## src/rtl/mem_access_ctrl.sv

```systemverilog
// Initiator-side sequencer for the word-addressed RAM: one load/store at a time,
// issued as a setup / strobe / release sequence with a registered load result.
module mem_access_ctrl #(
    parameter int DATA_WIDTH    = 32,
    parameter int ADDRESS_WIDTH = 9,
    parameter int WAIT_CYCLES   = 1
) (
    input  logic                     clk,
    input  logic                     clr,
    input  logic                     req_valid,
    input  logic                     req_write,
    input  logic [ADDRESS_WIDTH-1:0] req_addr,
    input  logic [DATA_WIDTH-1:0]    req_wdata,
    output logic                     req_ready,
    output logic                     resp_done,
    output logic [DATA_WIDTH-1:0]    resp_rdata,
    output logic                     mem_read,
    output logic                     mem_write,
    output logic [ADDRESS_WIDTH-1:0] mem_address,
    output logic [DATA_WIDTH-1:0]    mem_wdata,
    input  logic [DATA_WIDTH-1:0]    mem_rdata
);

    if (WAIT_CYCLES < 1 || WAIT_CYCLES > 15) begin : g_bad_wait_cycles
        $error("mem_access_ctrl: WAIT_CYCLES must be in 1..15");
    end

    localparam logic [3:0] WAIT_LOAD = 4'(WAIT_CYCLES - 1);

    typedef enum logic [1:0] {
        IDLE,
        SETUP,
        ACCESS,
        DONE
    } state_t;

    state_t     state;
    state_t     state_next;
    logic [3:0] wait_cnt;
    logic       op_write;

    // The address/data registers feed the RAM pins directly, so they stay
    // stable for the whole transaction and keep their last value in IDLE.
    always_ff @(posedge clk) begin
        if (clr) begin
            state       <= IDLE;
            wait_cnt    <= '0;
            op_write    <= 1'b0;
            mem_address <= '0;
            mem_wdata   <= '0;
            resp_rdata  <= '0;
        end else begin
            state <= state_next;
            unique case (state)
                IDLE: begin
                    if (req_valid) begin
                        mem_address <= req_addr;
                        mem_wdata   <= req_wdata;
                        op_write    <= req_write;
                    end
                end
                SETUP: begin
                    wait_cnt <= WAIT_LOAD;
                end
                ACCESS: begin
                    if (wait_cnt == '0) begin
                        if (!op_write) begin
                            resp_rdata <= mem_rdata;
                        end
                    end else begin
                        wait_cnt <= wait_cnt - 4'd1;
                    end
                end
                DONE: begin
                end
                default: begin
                end
            endcase
        end
    end

    // Strobes and handshakes are decoded from state alone, so nothing on the
    // request side can reach the RAM pins combinationally.
    always_comb begin
        state_next = state;
        req_ready  = 1'b0;
        resp_done  = 1'b0;
        mem_read   = 1'b0;
        mem_write  = 1'b0;
        unique case (state)
            IDLE: begin
                req_ready = 1'b1;
                if (req_valid) begin
                    state_next = SETUP;
                end
            end
            SETUP: begin
                state_next = ACCESS;
            end
            ACCESS: begin
                mem_read  = ~op_write;
                mem_write = op_write;
                if (wait_cnt == '0) begin
                    state_next = DONE;
                end
            end
            DONE: begin
                resp_done  = 1'b1;
                state_next = IDLE;
            end
            default: begin
                state_next = IDLE;
            end
        endcase
    end

endmodule

```

## config.mk

```make
export PLATFORM = sky130hd
export DESIGN_NAME = mem_access_ctrl
export DESIGN_NICKNAME = d
export VERILOG_FILES = /design/src/rtl/mem_access_ctrl.sv
export SDC_FILE = /design/constraint.sdc
export NUM_CORES = 1
export LEC_CHECK = 0
export ABC_AREA = 1
export CORE_MARGIN = 2
export CORE_UTILIZATION = 42
export DETAILED_ROUTE_END_ITERATION = 8
export PLACE_DENSITY = 0.82
export REMOVE_ABC_BUFFERS = 1
export SETUP_SLACK_MARGIN = 0.15
export SLEW_MARGIN = 30
export SYNTH_ARGS = -nofsm -noshare
export SYNTH_HDL_FRONTEND = slang
export SYNTH_SLANG_ARGS = --single-unit
```

## constraint.sdc

```tcl
create_clock -name clk -period 4.1 [get_ports clk]
set_input_delay 1.23 -clock clk [delete_from_list [all_inputs] [get_ports clk]]
set_output_delay 1.23 -clock clk [all_outputs]
set_load 0.01 [all_outputs]
```

==> results.json, run 1 <==
{
  "status": "complete, no violations",
  "gr-total-overflow": 0,
  "io_buffer_count": 153,
  "num_rows": 30,
  "vias": 2850,
  "fin_crit_ps": 3050,
  "required_ps": 2870,
  "period_share_pct": 74.4,
  "min_to": "resp_rdata[8]",
  "critPathLaunch": "state[0]",
  "ys.warnings.count": 0,
  "drt_pass1_iterations": 4,
  "async_flop_share_pct": 0,
  "htreeDepth": 3,
  "hold_class": "flop to flop",
  "core_area_sq_um": 6830,
  "slew_headroom_pct": 55.8,
  "cts_tree": "done",
  "r2r_cells": 7,
  "num-fill-cells": 572,
  "layout.cells.non_filler": 617,
  "ir_worst_vdd_mv": 0.302,
  "worstSetupPathType": "flop to primary output",
  "chipHeight_um": 88.3,
  "gp_congestion": 0.769,
  "die_w_um": 88.3,
  "leakage_uw": 0.00180,
  "initial_core_util_pct": 43.7,
  "rsz0062_at_grt": "no",
  "nets": 598,
  "place_inst": 601,
  "grt_max_degree": 65,
  "critPathMaxFanout": 5,
  "finalSetupViolCount": 0,
  "maxCapViolCount": 0,
  "avgSynthCellArea_sq_um": 8.06,
  "synthTopCellsByArea": "dfxtp_1, nor2_1, a21oi_1",
  "yosys-top-cells-count": "nor2_1, dfxtp_1, a21oi_1, inv_1, o21ai_0",
  "tns_ps": 0,
  "finClkSkew_ps": 6.34,
  "min-delay-start": "resp_rdata[8]",
  "viasPerCell": 4.62,
  "yosysMostFrequentCell": "nor2_1",
  "ctsResizeCount": 0,
  "powerDensity_nw_per_um2": 645,
  "yosysSeqAreaShare_pct": 53.7,
  "post_cts_buffers": 0,
  "clock_latency_ps": 350,
  "fmax_mhz": 328,
  "root_buffer": "clkbuf_8",
  "grt_pass1_wl_um": 12100,
  "grt_antenna_before_repair": 0,
  "crit_path_end_kind": "primary output",
  "drive_above_1_share_pct": 5.37,
  "regArea_sq_um": 1600,
  "ys_seq_elements": 80,
  "die_area_sq_um": 7790,
  "clk_pin_slew_worst_paths_ps": 70,
  "cts_hold_repair.buffers": 0,
  "grt_usage_pct": 19.9,
  "numCtsBuffers": 9,
  "routed_wl_um": 7870,
  "r2r_start": "state[0]",
  "tightest_slew_ps": 663,
  "holdWs_ps": 446,
  "synth.distinct_cells": 24,
  "ff2ff_setup_slack_ps": 2120,
  "wl_per_cell_um": 12.8,
  "final_hold_viol_count": 0,
  "numClockSinks": 80,
  "synth_area_leader_cell": "dfxtp_1",
  "ios": 154,
  "arrival_ps": 1820,
  "diodes": 0,
  "min_delay_path_depth": 2,
  "yosys.area.top_type_share_pct": 53.7,
  "critPathLaunchType": "flop",
  "synth_ff_type": "dfxtp_1",
  "synthToLayoutAreaGrowth_pct": 59.2,
  "drtIter0Drc": 101,
  "synth_edf_count": 0,
  "grt_pass1_vias": 2648,
  "dp_hpwl_um": 5690,
  "syn_inst": 370,
  "clockBufferDepth": 2,
  "timing.rr.end": "resp_rdata[1]",
  "drtAntennaViolNets": 0,
  "slew_violations": 0,
  "synthesis.area_sq_um": 2980,
  "multi_input_area_sq_um": 1090,
  "drcViolationCount": 0
}
==> cells by family (layout without fill, tap and decap cells) <==
| family | Yosys count | count (layout) | share of synthesized area [%] |
|---|---|---|---|
| compound gates | 114 | 114 | 19.5 |
| simple gates | 107 | 107 | 14.7 |
| flops | 80 | 80 | 53.7 |
| buf+inv | 63 | 214 | 9.73 |
| fa+ha+maj | 5 | 5 | 2.10 |
| xor+xnor | 1 | 1 | 0.294 |
==> worst max-delay path: stages, from the launching register on <==
cell             delay [ps]
dfxtp_1                 330
inv_1                   110
ha_1                    270
inv_2                    90
nor2_4                  120
clkdlybuf4s50_1         550
==> per-layer routing <==
layer  share of wire (%)  vias to the layer above  wire [um]  GRT usage (%)
li1                    -                     1475          -              -
met1                  40                     1270       3160           22.3
met2                  50                       92       3930           33.8
met3                 8.0                       13        626           7.09
met4                 1.9                        0        152           8.95
met5                   0                        -          0              0
==> cell usage in the layout, fill, tap and decap left out, types with 3 or more instances in the layout <==
cell and n:
o21ai_0 39, o21ai_1 33, ha_1 5, dfxtp_1 80
clkbuf_8 10, nor2_1 85, inv_1 38, o21ai_2 3
a21oi_1 39, buf_4 4, nand2_1 11, clkdlybuf4s50_1 153
nand3_1 5
==> final cells by class <==
class / instances / area share, %
Sequential cell: 80 / 33.7
Multi-Input combinational cell: 227 / 23.0
Clock inverter: 5 / 1.69
Inverter: 41 / 3.24
Clock buffer: 11 / 2.98
Timing Repair Buffer: 157 / 32.9
Tap cell: 96 / 2.53
==> power breakdown <==
group | switching [uW] | leakage, uW | internal [uW]
registers | 136 | 0.000657 | 1030
clock network | 277 | 0.000106 | 359
logic | 615 | 0.00104 | 649
total | 1030 | 0.00180 | 2040
==> worst max-delay path by stage <==
stage,endpoint,slack [ps],cells past startpoint
floorplan,mem_address[0],1040,4
global placement,resp_rdata[2],1260,5
finish,mem_read,1050,5
detailed placement,resp_rdata[6],1170,5
CTS,mem_read,1030,5
global route,mem_read,950,5
==> sequential cells by signal, summed over array words and instances, names as in the netlist <==
signal       cells
mem_wdata       32
wait_cnt         4
resp_rdata      32
op_write         1
state            2
mem_address      9
==> per-stage QoR <==
stage | area, sq um | total power, uW | utilization (%) | setup WS (ps)
floorplan | 2850 | 1750 | - | 1040
global placement | 4530 | 2400 | 66.3 | 1260
detailed placement | 4530 | 2450 | 66.3 | 1170
CTS | 4750 | 3090 | 69.5 | 1030
global route | 4750 | 3260 | 69.5 | 952
finish | 4750 | 3060 | 69.5 | 1050
Power figures use the tool's default switching activity.
==> run 2, diff against run 1 <==
- CORE_UTILIZATION: 42 -> 39
- PLACE_DENSITY: 0.82 -> 0.77
- clock period: 4.1 -> 2.88 ns (I/O delays scaled with it)
==> results.json, run 2 (same netlist as run 1, synthesis figures left out) <==
{
  "status": "complete, no violations",
  "max_stage_delay_ps": 550,
  "critPathBufInv": 3,
  "final_util_pct": 65.0,
  "setup_ws_ps": 292,
  "post_cts_buffers": 0,
  "worstPathCellList": "inv_1, ha_2, inv_2, nor2_4, clkdlybuf4s50_1",
  "numClockSinks": 80,
  "drcViolationCount": 0,
  "crit_path_end_kind": "primary output",
  "powerDensity_nw_per_um2": 912,
  "routed_wl_um": 7610,
  "dp_hpwl_um": 5420,
  "layout_common_cells": "clkdlybuf4s50_1, nor2_1, dfxtp_1",
  "cts_hold_repair.buffers": 0,
  "clockBufferDepth": 2,
  "clk_pin_slew_worst_paths_ps": 70,
  "grt_max_degree": 77,
  "drtIter0Drc": 108,
  "clock_latency_ps": 330,
  "holdWs_ps": 441,
  "root_buffer": "clkbuf_8",
  "place_ws_ps": 604,
  "chipHeight_um": 91.5,
  "vias": 2822,
  "num-fill-cells": 627,
  "core_area_sq_um": 7330,
  "fmax_mhz": 386,
  "critPathLaunchType": "flop",
  "final_hold_viol_count": 0,
  "final_common_cell": "clkdlybuf4s50_1",
  "die_w_um": 91.5,
  "diodes": 0,
  "viasPerCell": 4.56,
  "drtAntennaViolNets": 0,
  "grt_antenna_before_repair": 0,
  "cts_tree": "done",
  "htreeDepth": 3,
  "maxCapViolCount": 0,
  "ios": 154,
  "tns_ps": 0,
  "drt_pass1_iterations": 4,
  "num_rows": 31,
  "hold_class": "flop to flop",
  "finalSetupViolCount": 0,
  "numCtsBuffers": 9,
  "initial_core_util_pct": 40.7,
  "rsz0062_at_grt": "no",
  "critPathMaxFanout": 5,
  "die_area_sq_um": 8360,
  "cpLargestDelayFamily": "buffers and inverters",
  "top_regs": "mem_wdata (32), resp_rdata (32), mem_address (9)",
  "gr-total-overflow": 0,
  "cp_slowest_cell": "clkdlybuf4s50_1",
  "ctsResizeCount": 0,
  "nets": 598,
  "tightest_slew_ps": 667,
  "slew_violations": 0,
  "arrival_ps": 1720,
  "ir_worst_vdd_mv": 0.510,
  "grt_usage_pct": 18.4,
  "fin_crit_ps": 2590,
  "slew_headroom_pct": 55.6,
  "gp_congestion": 0.812,
  "grt_pass1_wl_um": 12500,
  "leakage_uw": 0.00181,
  "drive_above_1_share_pct": 5.38,
  "synthToLayoutAreaGrowth_pct": 59.8,
  "grt_pass1_vias": 2738,
  "wl_per_cell_um": 12.3,
  "finClkSkew_ps": 11.3,
  "io_buffer_count": 153,
  "required_ps": 2020,
  "period_share_pct": 89.9,
  "worstSetupPathType": "flop to primary output"
}
==> run 2: cell types whose count changed in the layout (fill, tap and decap cells not counted) <==
cell        change
clkinvlp_4      -2
buf_12          +1
buf_4           -1
clkbuf_8        +1
ha_1            -1
ha_2            +1
==> run 2: final timing paths <==
| check | start | end | slack, ps | depth (start not counted) |
|---|---|---|---|---|
| worst min register to register | resp_rdata[12] | resp_rdata[12] | 440 | 2 |
| worst max register to register | state[0] | resp_rdata[0] | 960 | 7 |
| worst max-delay path | state[0] | mem_read | 290 | 5 |
| worst min-delay path | resp_rdata[12] | resp_rdata[12] | 440 | 2 |
==> run 2: power by group <==
group          internal [uW]  leakage (uW)  switching [uW]
Sequential              1470      0.000657             185
Combinational            932       0.00104             869
Clock                    530      0.000112             367
==> run 2: layout make-up <==
cell class              count  area [sq um]  area share (%)
flip-flops and latches     80          1600            33.6
repair buffers            157          1570            33.0
multi-input cells         227          1090            22.9
clock buffers              12           155            3.25
inverters                  41           154            3.23
well taps                  99           124            2.60
clock inverters             3          65.1            1.36
==> run 2: per-layer routing <==
layer	vias up	wire (um)	GRT usage, %	part of all wire (%)
met5	-	0	0	0
met4	0	164	7.95	2.2
met3	16	511	6.31	6.7
met2	82	3760	31.6	49
met1	1248	3180	20.6	42
li1	1476	-	-	-
==> run 2: metrics by stage <==
step                      power [uW]  instance area, sq um  cells
after global placement          3430                  4540    604
after global routing            4670                  4770    619
after CTS                       4400                  4760    619
after floorplan                 2490                  2850    348
final                           4350                  4770    619
after detailed placement        3490                  4540    604
==> run 2: worst min-delay path, cell delays in order (launching register included) <==
cell and delay [ps]:
dfxtp_1 310, inv_1 40, a21oi_1 50
